==> config.mk <==
export PLATFORM = sky130hd
export DESIGN_NAME = board_pkt_rx
export DESIGN_NICKNAME = d
export VERILOG_FILES = /design/src/rtl/board_pkt_rx.sv
export SDC_FILE = /design/constraint.sdc
export NUM_CORES = 1
export LEC_CHECK = 0
export BUFFER_PORTS_ARGS = -buffer_cell sky130_fd_sc_hd__buf_2
export CELL_PAD_IN_SITES_DETAIL_PLACEMENT = 1
export CELL_PAD_IN_SITES_GLOBAL_PLACEMENT = 2
export CORE_MARGIN = 2
export CORE_UTILIZATION = 41
export DETAILED_ROUTE_END_ITERATION = 16
export PLACE_DENSITY = 0.88
export SYNTH_ARGS = -nofsm -noshare
export SYNTH_HDL_FRONTEND = slang
export SYNTH_SLANG_ARGS = --single-unit
==> constraint.sdc <==
create_clock -name clk_in -period 20.9 [get_ports clk_in]
set_clock_uncertainty 0.2 [all_clocks]
set_input_delay 4.18 -clock clk_in [delete_from_list [all_inputs] [get_ports clk_in]]
set_output_delay 4.18 -clock clk_in [all_outputs]
set_load 0.005 [all_outputs]
==> src/rtl/board_pkt_rx.sv <==
// board_pkt_rx: oversampling serial receiver for inter-board board-state packets.
// A frame is one low start bit, PKT_LEN data bits sent LSB first, and one high
// stop bit. Each bit lasts SAMP_PER_BIT*CLK_PER_SAMP clocks. The receiver only
// accepts a start bit after WAITING_COUNT clocks of continuous idle-high line.
// It hands over whole packets only; a packet is never partially written to
// data_out.
//
// Ports:
//   clk_in     system clock
//   rst_in     asynchronous active-high reset
//   rx         asynchronous serial line, idles high
//   data_out   last good packet; bit 0 is the first data bit received
//   ready      one-cycle pulse when data_out is updated
//   frame_err  one-cycle pulse when a stop bit samples low
//   busy       high from start-bit acceptance until the frame ends
module board_pkt_rx #(
  parameter int CLK_PER_SAMP  = 423,
  parameter int SAMP_PER_BIT  = 16,
  parameter int PKT_LEN       = 208,
  parameter int WAITING_COUNT = 130_000
) (
  input  logic               clk_in,
  input  logic               rst_in,
  input  logic               rx,
  output logic [PKT_LEN-1:0] data_out,
  output logic               ready,
  output logic               frame_err,
  output logic               busy
);

  localparam int PW = (CLK_PER_SAMP > 1) ? $clog2(CLK_PER_SAMP) : 1;
  localparam int TW = $clog2(SAMP_PER_BIT);
  localparam int BW = (PKT_LEN > 1) ? $clog2(PKT_LEN) : 1;
  localparam int IW = $clog2(WAITING_COUNT + 1);

  localparam logic [PW-1:0] PRESC_MAX = PW'(CLK_PER_SAMP - 1);
  localparam logic [TW-1:0] TICK_HALF = TW'(SAMP_PER_BIT / 2 - 1);
  localparam logic [TW-1:0] TICK_LAST = TW'(SAMP_PER_BIT - 1);
  localparam logic [BW-1:0] BIT_LAST  = BW'(PKT_LEN - 1);
  localparam logic [IW-1:0] IDLE_MAX  = IW'(WAITING_COUNT);

  typedef enum logic [2:0] {IDLE_WAIT, ARMED, START, DATA, STOP} state_t;

  state_t             state, state_nxt;
  logic               s1, rs;
  logic [PW-1:0]      presc;
  logic [TW-1:0]      tcnt;
  logic [BW-1:0]      bit_idx;
  logic [IW-1:0]      idle_cnt;
  logic [PKT_LEN-1:0] shift;
  logic               tick;

  // Control strobes decoded by the FSM for the datapath
  logic start_det, glitch, mid_ok, samp_bit, stop_samp;

  assign tick = (presc == PRESC_MAX);

  // Two-flop synchronizer; resets to the idle level so reset never looks
  // like a start edge.
  always_ff @(posedge clk_in or posedge rst_in) begin
    if (rst_in) begin
      s1 <= 1'b1;
      rs <= 1'b1;
    end else begin
      s1 <= rx;
      rs <= s1;
    end
  end

  always_ff @(posedge clk_in or posedge rst_in) begin
    if (rst_in) state <= IDLE_WAIT;
    else        state <= state_nxt;
  end

  always_comb begin
    state_nxt = state;
    start_det = 1'b0;
    glitch    = 1'b0;
    mid_ok    = 1'b0;
    samp_bit  = 1'b0;
    stop_samp = 1'b0;
    case (state)
      IDLE_WAIT: if (idle_cnt == IDLE_MAX) state_nxt = ARMED;
      ARMED: if (!rs) begin
        start_det = 1'b1;
        state_nxt = START;
      end
      // Mid start bit: a high line here means the falling edge was noise.
      START: if (tick && tcnt == TICK_HALF) begin
        if (rs) begin
          glitch    = 1'b1;
          state_nxt = IDLE_WAIT;
        end else begin
          mid_ok    = 1'b1;
          state_nxt = DATA;
        end
      end
      DATA: if (tick && tcnt == TICK_LAST) begin
        samp_bit = 1'b1;
        if (bit_idx == BIT_LAST) state_nxt = STOP;
      end
      STOP: if (tick && tcnt == TICK_LAST) begin
        stop_samp = 1'b1;
        state_nxt = IDLE_WAIT;
      end
      default: state_nxt = IDLE_WAIT;
    endcase
  end

  always_ff @(posedge clk_in or posedge rst_in) begin
    if (rst_in) begin
      presc     <= '0;
      tcnt      <= '0;
      bit_idx   <= '0;
      idle_cnt  <= '0;
      shift     <= '0;
      data_out  <= '0;
      ready     <= 1'b0;
      frame_err <= 1'b0;
      busy      <= 1'b0;
    end else begin
      // Prescaler restarts on the start edge so every later sample lands
      // at a fixed offset from that edge.
      if (start_det || tick) presc <= '0;
      else                   presc <= presc + 1'b1;

      if (start_det || mid_ok) tcnt <= '0;
      else if (tick)           tcnt <= (tcnt == TICK_LAST) ? '0 : tcnt + 1'b1;

      if (mid_ok)                               bit_idx <= '0;
      else if (samp_bit && bit_idx != BIT_LAST) bit_idx <= bit_idx + 1'b1;

      if (samp_bit) shift[bit_idx] <= rs;

      // Idle run length only counts while waiting; every other state leaves
      // it at zero, so each return to IDLE_WAIT starts a fresh wait.
      if (state == IDLE_WAIT) begin
        if (!rs)                  idle_cnt <= '0;
        else if (idle_cnt != IDLE_MAX) idle_cnt <= idle_cnt + 1'b1;
      end else begin
        idle_cnt <= '0;
      end

      if (start_det)             busy <= 1'b1;
      else if (glitch || stop_samp) busy <= 1'b0;

      ready     <= stop_samp && rs;
      frame_err <= stop_samp && !rs;
      if (stop_samp && rs) data_out <= shift;
    end
  end

endmodule
==> results.md, run 1 <==
- WL/cell: 23.1 µm
- Slowest Stage Delay on Critical Path: 0.91 ns
- 1st-pass router iterations: 5
- Placed Cells: 2194
- Setup bufs post-CTS: 0
- Iter 0 DRT Violations: 750
- Commonest non-fill, non-tap cells in the layout: dfrtp_1 (460), mux2_2 (405), buf_2 (213)
- Post-synth EDFFs: 0
- Finished Layout Cells: 2281
- Post-route DRC: 0
- Worst-path fanout max: 169
- Max Clk Rate: 0.154 GHz
- # setup viols final: 0
- Syn Area/Cell: 13.4 µm²
- DP Wirelength: 32.6 mm
- Syn nets: 1484
- CP Launch Type: input port
- Worst setup EP type: asynchronous set/reset pin
- Clk sinks: 462
- GR Overflow Total: 0
- Worst Path Required: 21.27 ns
- Layout cells sized above 1: 0.456
- Yosys cell types: 55
- Final Hold Violating Endpoints: 0
- CTS Buf Count: 49
- Dominant cell type by area after synthesis: dfrtp_1
- Initial antenna violation count: 2
- Synth Cell Area: 19700 µm²
- Clock transition at path regs: 0.06 ns
- Post-layout util: 0.478
- Die area: 49800 µm²
- Starting Density: 0.414
- Run status: finished clean
- Clk root buf: clkbuf_16
- Vias per Instance: 5.56
- Slew Viols, Final: 0
- RSZ-0062 raised after global routing: false
- Yosys top cell area share: 0.584
- Nets: 1642
- Sequential-to-total area share from yosys stat: 0.587
- First-pass GRT wire length: 82.2 mm
- Maximum clock path buffer count: 3
- Die Width: 223 µm
- RePlAce Congestion: 0.762
- Top-level I/O count: 214
- Final Cycle Share: 0.311
- Area growth from synthesis to layout: 15.5%
- Commonest non-fill, non-tap cell in the layout: dfrtp_1
- Yosys reg bits: 462
- Diodes inserted: 0
- Crit path time final: 6.50 ns
- Final ANT Viol Nets: 0
- H-Tree Depth: 2
- Die height: 223 µm
- PortBufs: 213
- Clock latency on the worst-skew pair: 0.58 ns
- Pleak: 11.4 nW
- Largest net degree at the start of global routing: 170
- Post-CTS resize count: 0
- Vias in the first global route: 13400
- Max-Cap Viols: 0
- CP Data Arrival Time: 6.87 ns
- Row cnt: 80
- Actual slew at the worst max-slew pin: 1.17 ns
- Cts hold-fix bufs: 0
- Ys flop type: dfrtp_1
- Hold crit path type: reg -> reg
- WS Path Type: in -> async
- Gate Count Post-Synth: 1472
- Routed WL: 52.7 mm
- Top cells by area, synth: dfrtp_1 (58%), mux2_2 (23%), nor4_1 (2.0%), nor3_1 (1.9%), nor4_2 (1.9%)
- Slowest-stage cell, CP: buf_4
- Max-Slew Margin vs Limit: 0.216
- Core Region: 47600 µm²
- Yosys warnings: 0
- CTS tree: yes
- Via count: 12700
- Total power divided by cell area: 78.2 nW/µm²
- VDD IR max: 0.0432 mV
- Worst path cell trace: buf_2, inv_8, buf_4, buf_12
- Share of async-settable or async-resettable flops after synthesis: 1.00
- Setup TNS: 0 ns
- GRT Resource Usage Total: 0.213
-- flip-flops by register name, indices dropped and copies added, names as in the netlist, 3 cells and up --
| name | cells |
|---|---|
| bit_idx | 8 |
| data_out | 208 |
| idle_cnt | 17 |
| presc | 9 |
| shift | 208 |
| state | 3 |
| tcnt | 4 |
-- worst max-delay path: cells and delay by family --
kind	cells	cell delay [ns]
buffers and inverters	4	2.32
-- cell usage after synthesis, types with 9 or more instances --
cell type    n
a21oi_1     16
and3_1      10
buf_1       14
buf_2       17
buf_4        9
clkbuf_1    78
dfrtp_1    460
ha_1         9
inv_1       12
mux2_1      10
mux2_2     405
nand2_1     37
nand3_1     60
nand4_1     11
nor2_1      40
nor3_1      76
nor4_1      64
nor4_2      30
o21ai_0     14
xor2_1      17
-- cell type report --
class | count | area [µm²]
fill | 4861 | 24900
sequential | 462 | 11600
multi-input combinational | 875 | 7580
clock buffer | 71 | 1430
timing repair buffer | 229 | 1200
tap | 615 | 769
clock inverter | 16 | 150
inverter | 13 | 61.3
-- path summary, 6_finish.rpt --
path                       slack, ns  cells past startpoint                 startpoint                   endpoint
setup / recovery               14.40                      4                     rst_in  data_out[180]$_DFFE_PP0P_
hold / removal                  0.17                      0               s1$_DFF_PP1_               rs$_DFF_PP1_
setup reg to reg               16.90                      8         presc[0]$_DFF_PP0_   data_out[27]$_DFFE_PP0P_
hold reg to reg                 0.17                      0               s1$_DFF_PP1_               rs$_DFF_PP1_
max in group clk_in            15.35                      1  data_out[122]$_DFFE_PP0P_              data_out[122]
min in group asynchronous       3.62                      2                     rst_in      shift[93]$_DFFE_PP0P_
-- layer usage --
metal	vias up	global-route usage	wire, µm
li1	5624	-	-
met1	6720	0.291	23300
met2	260	0.348	25500
met3	72	0.0373	2500
met4	2	0.0647	1330
met5	-	0	16
-- logic make-up after synthesis --
logic type               after synthesis  share of synthesized area
multiplexers                         417                      0.238
XOR/XNOR                              19                    0.00844
AO/OA/AOI/OAI                         47                     0.0144
flip-flops                           462                      0.587
adder cells (fa/ha/maj)                9                    0.00571
AND/OR/NAND/NOR                      383                      0.117
buffers and inverters                135                     0.0300
-- power by group --
group          leakage [nW]  switching (mW)  internal (mW)
clock network         0.785           0.358          0.499
registers              6.43         0.00257          0.895
logic                  4.14          0.0228        0.00236
-- per-stage QoR --
stage	setup slack [ns]	hold slack [ns]	instance area [µm²]	total power, mW
floorplan	3.64	0.145	19700	0.932
global placement	13.86	0.148	21200	0.940
detailed placement	13.77	0.156	21200	0.941
CTS	14.39	0.166	22800	1.81
global route	14.08	0.165	22800	1.84
finish	14.40	0.165	22800	1.78
No activity file was read; power rests on OpenSTA's default activity.
==> inputs of run 2 (changes only) <==
--- a/config.mk
+++ b/config.mk
@@ -9,9 +9,9 @@
 export CELL_PAD_IN_SITES_DETAIL_PLACEMENT = 1
 export CELL_PAD_IN_SITES_GLOBAL_PLACEMENT = 2
 export CORE_MARGIN = 2
-export CORE_UTILIZATION = 41
+export CORE_UTILIZATION = 37
 export DETAILED_ROUTE_END_ITERATION = 16
-export PLACE_DENSITY = 0.88
+export PLACE_DENSITY = 0.84
 export SYNTH_ARGS = -nofsm -noshare
 export SYNTH_HDL_FRONTEND = slang
 export SYNTH_SLANG_ARGS = --single-unit
==> constraint.sdc (replaced) <==
create_clock -name clk_in -period 5.2 [get_ports clk_in]
set_clock_uncertainty 0.2 [all_clocks]
set_input_delay 1.04 -clock clk_in [delete_from_list [all_inputs] [get_ports clk_in]]
set_output_delay 1.04 -clock clk_in [all_outputs]
set_load 0.005 [all_outputs]
==> results.md, run 2 (same netlist as run 1, synthesis figures left out) <==
- Run status: finished clean
- WL/cell: 22.7 µm (-1.9%)
- R2R cell count: 7 (-1)
- First-pass GRT wire length: 84.6 mm (+2.9%)
- Vias in the first global route: 13700 (+2.5%)
- Max-Slew Margin vs Limit: 0.169 (-0.0466)
- Vias per Instance: 5.32 (-4.2%)
- CP Launch Type: flip-flop
- Nets: 1656 (+0.85%)
- Clk root buf: clkbuf_16
- # setup viols final: 0 (unchanged)
- Clock latency on the worst-skew pair: 0.61 ns (+0.03 ns)
- Worst setup EP type: flip-flop
- Starting Density: 0.374 (-0.0394)
- Final Hold Violating Endpoints: 0 (unchanged)
- Worst-path fanout max: 95 (-44%)
- GR Overflow Total: 0 (unchanged)
- RR Endpoint: shift[42]$_DFFE_PP0P_
- Worst Path Required: 5.48 ns (-15.79 ns)
- Layout cells sized above 1: 0.462 (+0.00678)
- 1st-pass router iterations: 4 (-1)
- Clock transition at path regs: 0.06 ns (about the same)
- Top-level I/O count: 214 (unchanged)
- CTS Buf Count: 51 (+4.1%)
- Setup TNS: 0 ns (unchanged)
- Die height: 235 µm (+5.2%)
- Post-route DRC: 0 (unchanged)
- Area growth from synthesis to layout: 17.4%
- H-Tree Depth: 2 (unchanged)
- CP Data Arrival Time: 3.82 ns (-3.05 ns)
- Initial antenna violation count: 0 (-2)
- Row cnt: 84 (+5.0%)
- Die Width: 235 µm (+5.2%)
- PortBufs: 213 (unchanged)
- Routed WL: 53.8 mm (+2.2%)
- GRT Resource Usage Total: 0.196 (-0.0171)
- Max-Cap Viols: 0 (unchanged)
- Max Clk Rate: 0.282 GHz
- Diodes inserted: 0 (unchanged)
- Final instance area: 23100 µm² (+1.7%)
- RSZ-0062 raised after global routing: false
- Maximum clock path buffer count: 3 (unchanged)
- Setup bufs post-CTS: 0 (unchanged)
- Worst-case hold path end point: rs$_DFF_PP1_
- Post-CTS resize count: 0 (unchanged)
- Die area: 55100 µm² (+11%)
- Total power divided by cell area: 319 nW/µm² (+310%)
- Actual slew at the worst max-slew pin: 1.23 ns (+0.0560 ns)
- R2r startpoint: presc[0]$_DFF_PP0_
- CTS tree: yes
- Post-layout util: 0.439 (-0.0383)
- Core Region: 52700 µm² (+11%)
- VDD IR max: 0.247 mV (+470%)
- Final Cycle Share: 0.681
- Commonest non-fill, non-tap cell in the layout: dfrtp_1
- WS Path Type: reg -> reg
- Via count: 12600 (-0.28%)
- Crit path time final: 3.54 ns
- Dpl cell area: 21400 µm² (+1.1%)
- Cts hold-fix bufs: 0 (unchanged)
- Hold Path Depth: 0 (unchanged)
- Hold crit path type: reg -> reg
- RePlAce Congestion: 0.775 (+1.7%)
- Hold_sp: s1$_DFF_PP1_
- FF-to-FF setup slack: 1.66 ns (-15.24 ns)
- Final ANT Viol Nets: 0 (unchanged)
- DP Wirelength: 34.5 mm (+5.9%)
- Pleak: 11.5 nW (+1.1%)
- Commonest non-fill, non-tap cells in the layout: dfrtp_1 (460), mux2_2 (405), buf_2 (213)
- Largest net degree at the start of global routing: 131 (-23%)
- Largest registers: data_out: 208 flops, shift: 208 flops, idle_cnt: 17 flops
- Slew Viols, Final: 0 (unchanged)
- Iter 0 DRT Violations: 601 (-20%)
- Clk sinks: 462 (unchanged)
run 2: cell count changes in the layout (fill, tap and decap cells not counted):
cell / change
clkinv_4: +2
buf_4: +7
clkinvlp_4: +4
buf_12: +5
clkinv_2: +1
inv_8: -2
clkinv_16: +1
inv_6: +2
bufinv_16: +2
clkbuf_16: +1
clkbuf_8: -2
run 2: metrics by stage:
stage / cells / hold WS (ns) / setup slack [ns] / total power, mW
final: 2375 / 0.156 / 1.66 / 7.38
after global placement: 2279 / 0.150 / 1.72 / 3.79
after CTS: 2375 / 0.158 / 1.63 / 7.49
after detailed placement: 2279 / 0.150 / 1.63 / 3.80
after floorplan: 1472 / 0.145 / -2.29 / 3.75
after global routing: 2375 / 0.164 / 1.42 / 7.65
run 2: area by class of cell:
cell class | instances | area, µm²
clock buffer | 70 | 1430
clock inverter | 26 | 292
fill | 5447 | 29500
inverter | 13 | 57.6
multi-input combinational | 875 | 7580
sequential | 462 | 11600
tap | 688 | 861
timing repair buffer | 241 | 1350
run 2: how the worst max path moves through the flow:
stage,start,end,depth (start not counted)
finish,presc[0]$_DFF_PP0_,shift[42]$_DFFE_PP0P_,7
floorplan,rst_in,bit_idx[0]$_DFFE_PP0P_,1
detailed placement,presc[0]$_DFF_PP0_,shift[55]$_DFFE_PP0P_,7
global route,presc[0]$_DFF_PP0_,shift[101]$_DFFE_PP0P_,7
global placement,presc[0]$_DFF_PP0_,shift[41]$_DFFE_PP0P_,7
CTS,presc[0]$_DFF_PP0_,shift[55]$_DFFE_PP0P_,7
run 2: metal layers:
| metal | up-vias | GRT usage | part of all wire | routed length (µm) |
|---|---|---|---|---|
| li1 | 5647 | - | - | - |
| met1 | 6616 | 0.261 | 0.43 | 23400 |
| met2 | 293 | 0.316 | 0.48 | 25800 |
| met3 | 86 | 0.0456 | 0.059 | 3170 |
| met4 | 0 | 0.0641 | 0.028 | 1480 |
| met5 | - | 0 | 0 | 0 |
run 2: critical path, cell delays in order (launching register included):
cell,delay [ns]
dfrtp_1,0.43
inv_1,0.09
ha_1,0.19
nand4bb_2,0.19
or4_4,0.97
buf_4,0.53
nor4_1,0.41
mux2_2,0.38
run 2: power by group:
part           leakage, nW  internal, mW  switching (mW)
registers             6.43          3.60         0.00904
clock network        0.839          2.14            1.52
logic                 4.22        0.0185          0.0974
total                 11.5          5.76            1.63
==> inputs of run 3 (changes only) <==
--- a/config.mk
+++ b/config.mk
@@ -9,9 +9,9 @@
 export CELL_PAD_IN_SITES_DETAIL_PLACEMENT = 1
 export CELL_PAD_IN_SITES_GLOBAL_PLACEMENT = 2
 export CORE_MARGIN = 2
-export CORE_UTILIZATION = 37
+export CORE_UTILIZATION = 41
 export DETAILED_ROUTE_END_ITERATION = 16
-export PLACE_DENSITY = 0.84
+export PLACE_DENSITY = 0.88
 export SYNTH_ARGS = -nofsm -noshare
 export SYNTH_HDL_FRONTEND = slang
 export SYNTH_SLANG_ARGS = --single-unit
==> constraint.sdc (replaced) <==
create_clock -name clk_in -period 3.4 [get_ports clk_in]
set_clock_uncertainty 0.2 [all_clocks]
set_input_delay 0.68 -clock clk_in [delete_from_list [all_inputs] [get_ports clk_in]]
set_output_delay 0.68 -clock clk_in [all_outputs]
set_load 0.005 [all_outputs]
==> results.md, run 3 (same netlist as run 1, synthesis figures left out) <==
- Run status: finished clean
- CP Data Arrival Time: 3.42 ns (-0.40 ns)
- Combinational Power Share: 0.015 (about the same)
- Switching pwr: 2.45 mW (+51%)
- Die height: 223 µm (-4.9%)
- Clk root buf: clkbuf_16
- # setup viols final: 0 (unchanged)
- Nets: 1668 (+0.72%)
- Largest registers: data_out: 208 flops, shift: 208 flops, idle_cnt: 17 flops
- Int Power: 8.97 mW (+56%)
- Final Hold Violating Endpoints: 0 (unchanged)
- Worst setup EP type: flip-flop
- Worst path cell trace: inv_1, ha_1, nand4bb_2, or4_4, buf_12, nor4_1, mux2_2
- R2R cell count: 7 (unchanged)
- Top Usage Layer GRT: met2
- GR Overflow Total: 0 (unchanged)
- Hold Path Depth: 0 (unchanged)
- Reg power frac: 0.483 (-0.006)
- Worst-path fanout max: 180 (+89%)
- Switching portion of total power: 0.215 (-0.00549)
- Max-Cap Viols: 0 (unchanged)
- 1st-pass router iterations: 4 (unchanged)
- Layout cells sized above 1: 0.464 (+0.00199)
- Slowest Stage Delay on Critical Path: 0.54 ns (-0.43 ns)
- Max-Slew Margin vs Limit: 0.243 (+0.0734)
- Maximum clock path buffer count: 3 (unchanged)
- Met2 usage: 0.353 (+0.0370)
- Total power divided by cell area: 492 nW/µm² (+54%)
- RSZ-0062 raised after global routing: false
- WL/cell: 23.3 µm (+2.9%)
- GR Util met1: 0.299 (+0.0388)
- Clk sinks: 462 (unchanged)
- Clock latency on the worst-skew pair: 0.59 ns (-0.02 ns)
- Core Region: 47600 µm² (-9.5%)
- CP bufs+invs: 2 (unchanged)
- Max Clk Rate: 0.316 GHz (+12%)
- Commonest non-fill, non-tap cells in the layout: dfrtp_1 (460), mux2_2 (405), buf_2 (213)
- Final ANT Viol Nets: 0 (unchanged)
- Slew Viols, Final: 0 (unchanged)
- RePlAce Congestion: 0.792 (+2.1%)
- DP Wirelength: 34.1 mm (-1.2%)
- Placed Cells: 2218 (-2.7%)
- Post-route DRC: 0 (unchanged)
- First-pass GRT wire length: 84.0 mm (-0.67%)
- Post-CTS resize count: 0 (unchanged)
- PortBufs: 213 (unchanged)
- Top-level I/O count: 214 (unchanged)
- H-Tree Depth: 2 (unchanged)
- Largest net degree at the start of global routing: 181 (+38%)
- Family with the most delay on the worst path: simple AND/OR/NAND/NOR gates
- Die area: 49800 µm² (-9.6%)
- GRT Resource Usage Total: 0.218 (+0.0220)
- Grt met3 use: 0.0373 (-0.00831)
- FF-to-FF setup slack: 0.24 ns (-1.42 ns)
- Initial antenna violation count: 0 (unchanged)
- Starting Density: 0.414 (+0.0394)
- Setup TNS: 0 ns (unchanged)
- Actual slew at the worst max-slew pin: 1.13 ns (-0.0962 ns)
- WP depth: 7 (unchanged)
- Clock transition at path regs: 0.06 ns (about the same)
- Vias per Instance: 5.56 (+4.5%)
- CP Launch Type: flip-flop
- Finished Layout Cells: 2312 (-2.7%)
- Final Cycle Share: 0.930 (+0.249)
- CTS tree: yes
- Hold crit path type: reg -> reg
- Row cnt: 80 (-4.8%)
- Iter 0 DRT Violations: 744 (+24%)
- Slowest-stage cell, CP: or4_4
- VDD IR max: 0.427 mV (+73%)
- Clock network power share: 0.502 (+0.006)
- Commonest non-fill, non-tap cell in the layout: dfrtp_1
- Routed WL: 53.9 mm (+0.16%)
- WS Path Type: reg -> reg
- Crit path time final: 3.16 ns (-0.381 ns)
- Via count: 12900 (+1.8%)
- Pleak: 11.6 nW (+0.90%)
- Diodes inserted: 0 (unchanged)
- CTS Buf Count: 49 (-3.9%)
- Vias in the first global route: 13800 (+0.34%)
- Worst Path Required: 3.66 ns (-1.82 ns)
- Area growth from synthesis to layout: 17.9%
- Die Width: 223 µm (-4.9%)
[run 3: cell count changes in the layout (fill, tap and decap cells not counted), sizes merged]
cell / change
clkinv: -9
dlygate4sd3: +2
bufinv: +1
buf: +12
clkbuf: +7
clkinvlp: -2
inv: -1
[run 3: final timing paths]
kind / from / end
setup reg to reg: presc[0]$_DFF_PP0_ / shift[107]$_DFFE_PP0P_
max in group asynchronous: rst_in / shift[166]$_DFFE_PP0P_
setup / recovery: presc[0]$_DFF_PP0_ / shift[107]$_DFFE_PP0P_
hold / removal: s1$_DFF_PP1_ / rs$_DFF_PP1_
hold reg to reg: s1$_DFF_PP1_ / rs$_DFF_PP1_
min in group asynchronous: rst_in / shift[139]$_DFFE_PP0P_
[run 3: power by group through the flow]
stage / clock [mW] / combinational [mW] / sequential (mW)
final: 5.74 / 0.171 / 5.52
after global routing: 6.06 / 0.198 / 5.52
after CTS: 5.86 / 0.180 / 5.52
after detailed placement: 0 / 0.178 / 5.62
after global placement: 0 / 0.172 / 5.62
after floorplan: 0 / 0.122 / 5.61
[run 3: cell type report]
class	instances	area [µm²]
inverter	13	57.6
multi-input combinational	875	7580
fill	4842	24400
clock inverter	15	238
clock buffer	77	1510
tap	615	769
timing repair buffer	255	1510
sequential	462	11600
[run 3: per-stage QoR]
stage / hold WS [ns] / instance area, µm² / worst slack [ns] / util / power, mW
2_1_floorplan: 0.145 / 19700 / -3.73 / - / 5.73
3_3_place_gp: 0.147 / 21500 / 0.521 / 0.451 / 5.79
3_5_place_dp: 0.151 / 21500 / 0.417 / 0.451 / 5.80
4_1_cts: 0.160 / 23200 / 0.335 / 0.488 / 11.6
5_1_grt: 0.171 / 23200 / 0.171 / 0.488 / 11.8
6_report: 0.159 / 23200 / 0.238 / 0.488 / 11.4
[run 3: layer usage]
layer  up-vias  share of wire
met3        82          0.042
met2       266           0.48
met5         -              0
met1      6849           0.45
met4         0          0.026
li1       5668              -
[run 3: timing repair]
| action | 4_1_cts | 5_1_grt |
|---|---|---|
| buffers inserted | 0 | 0 |
| hold buffers | 2 | 0 |
| hold endpoints to repair | 11 | 0 |
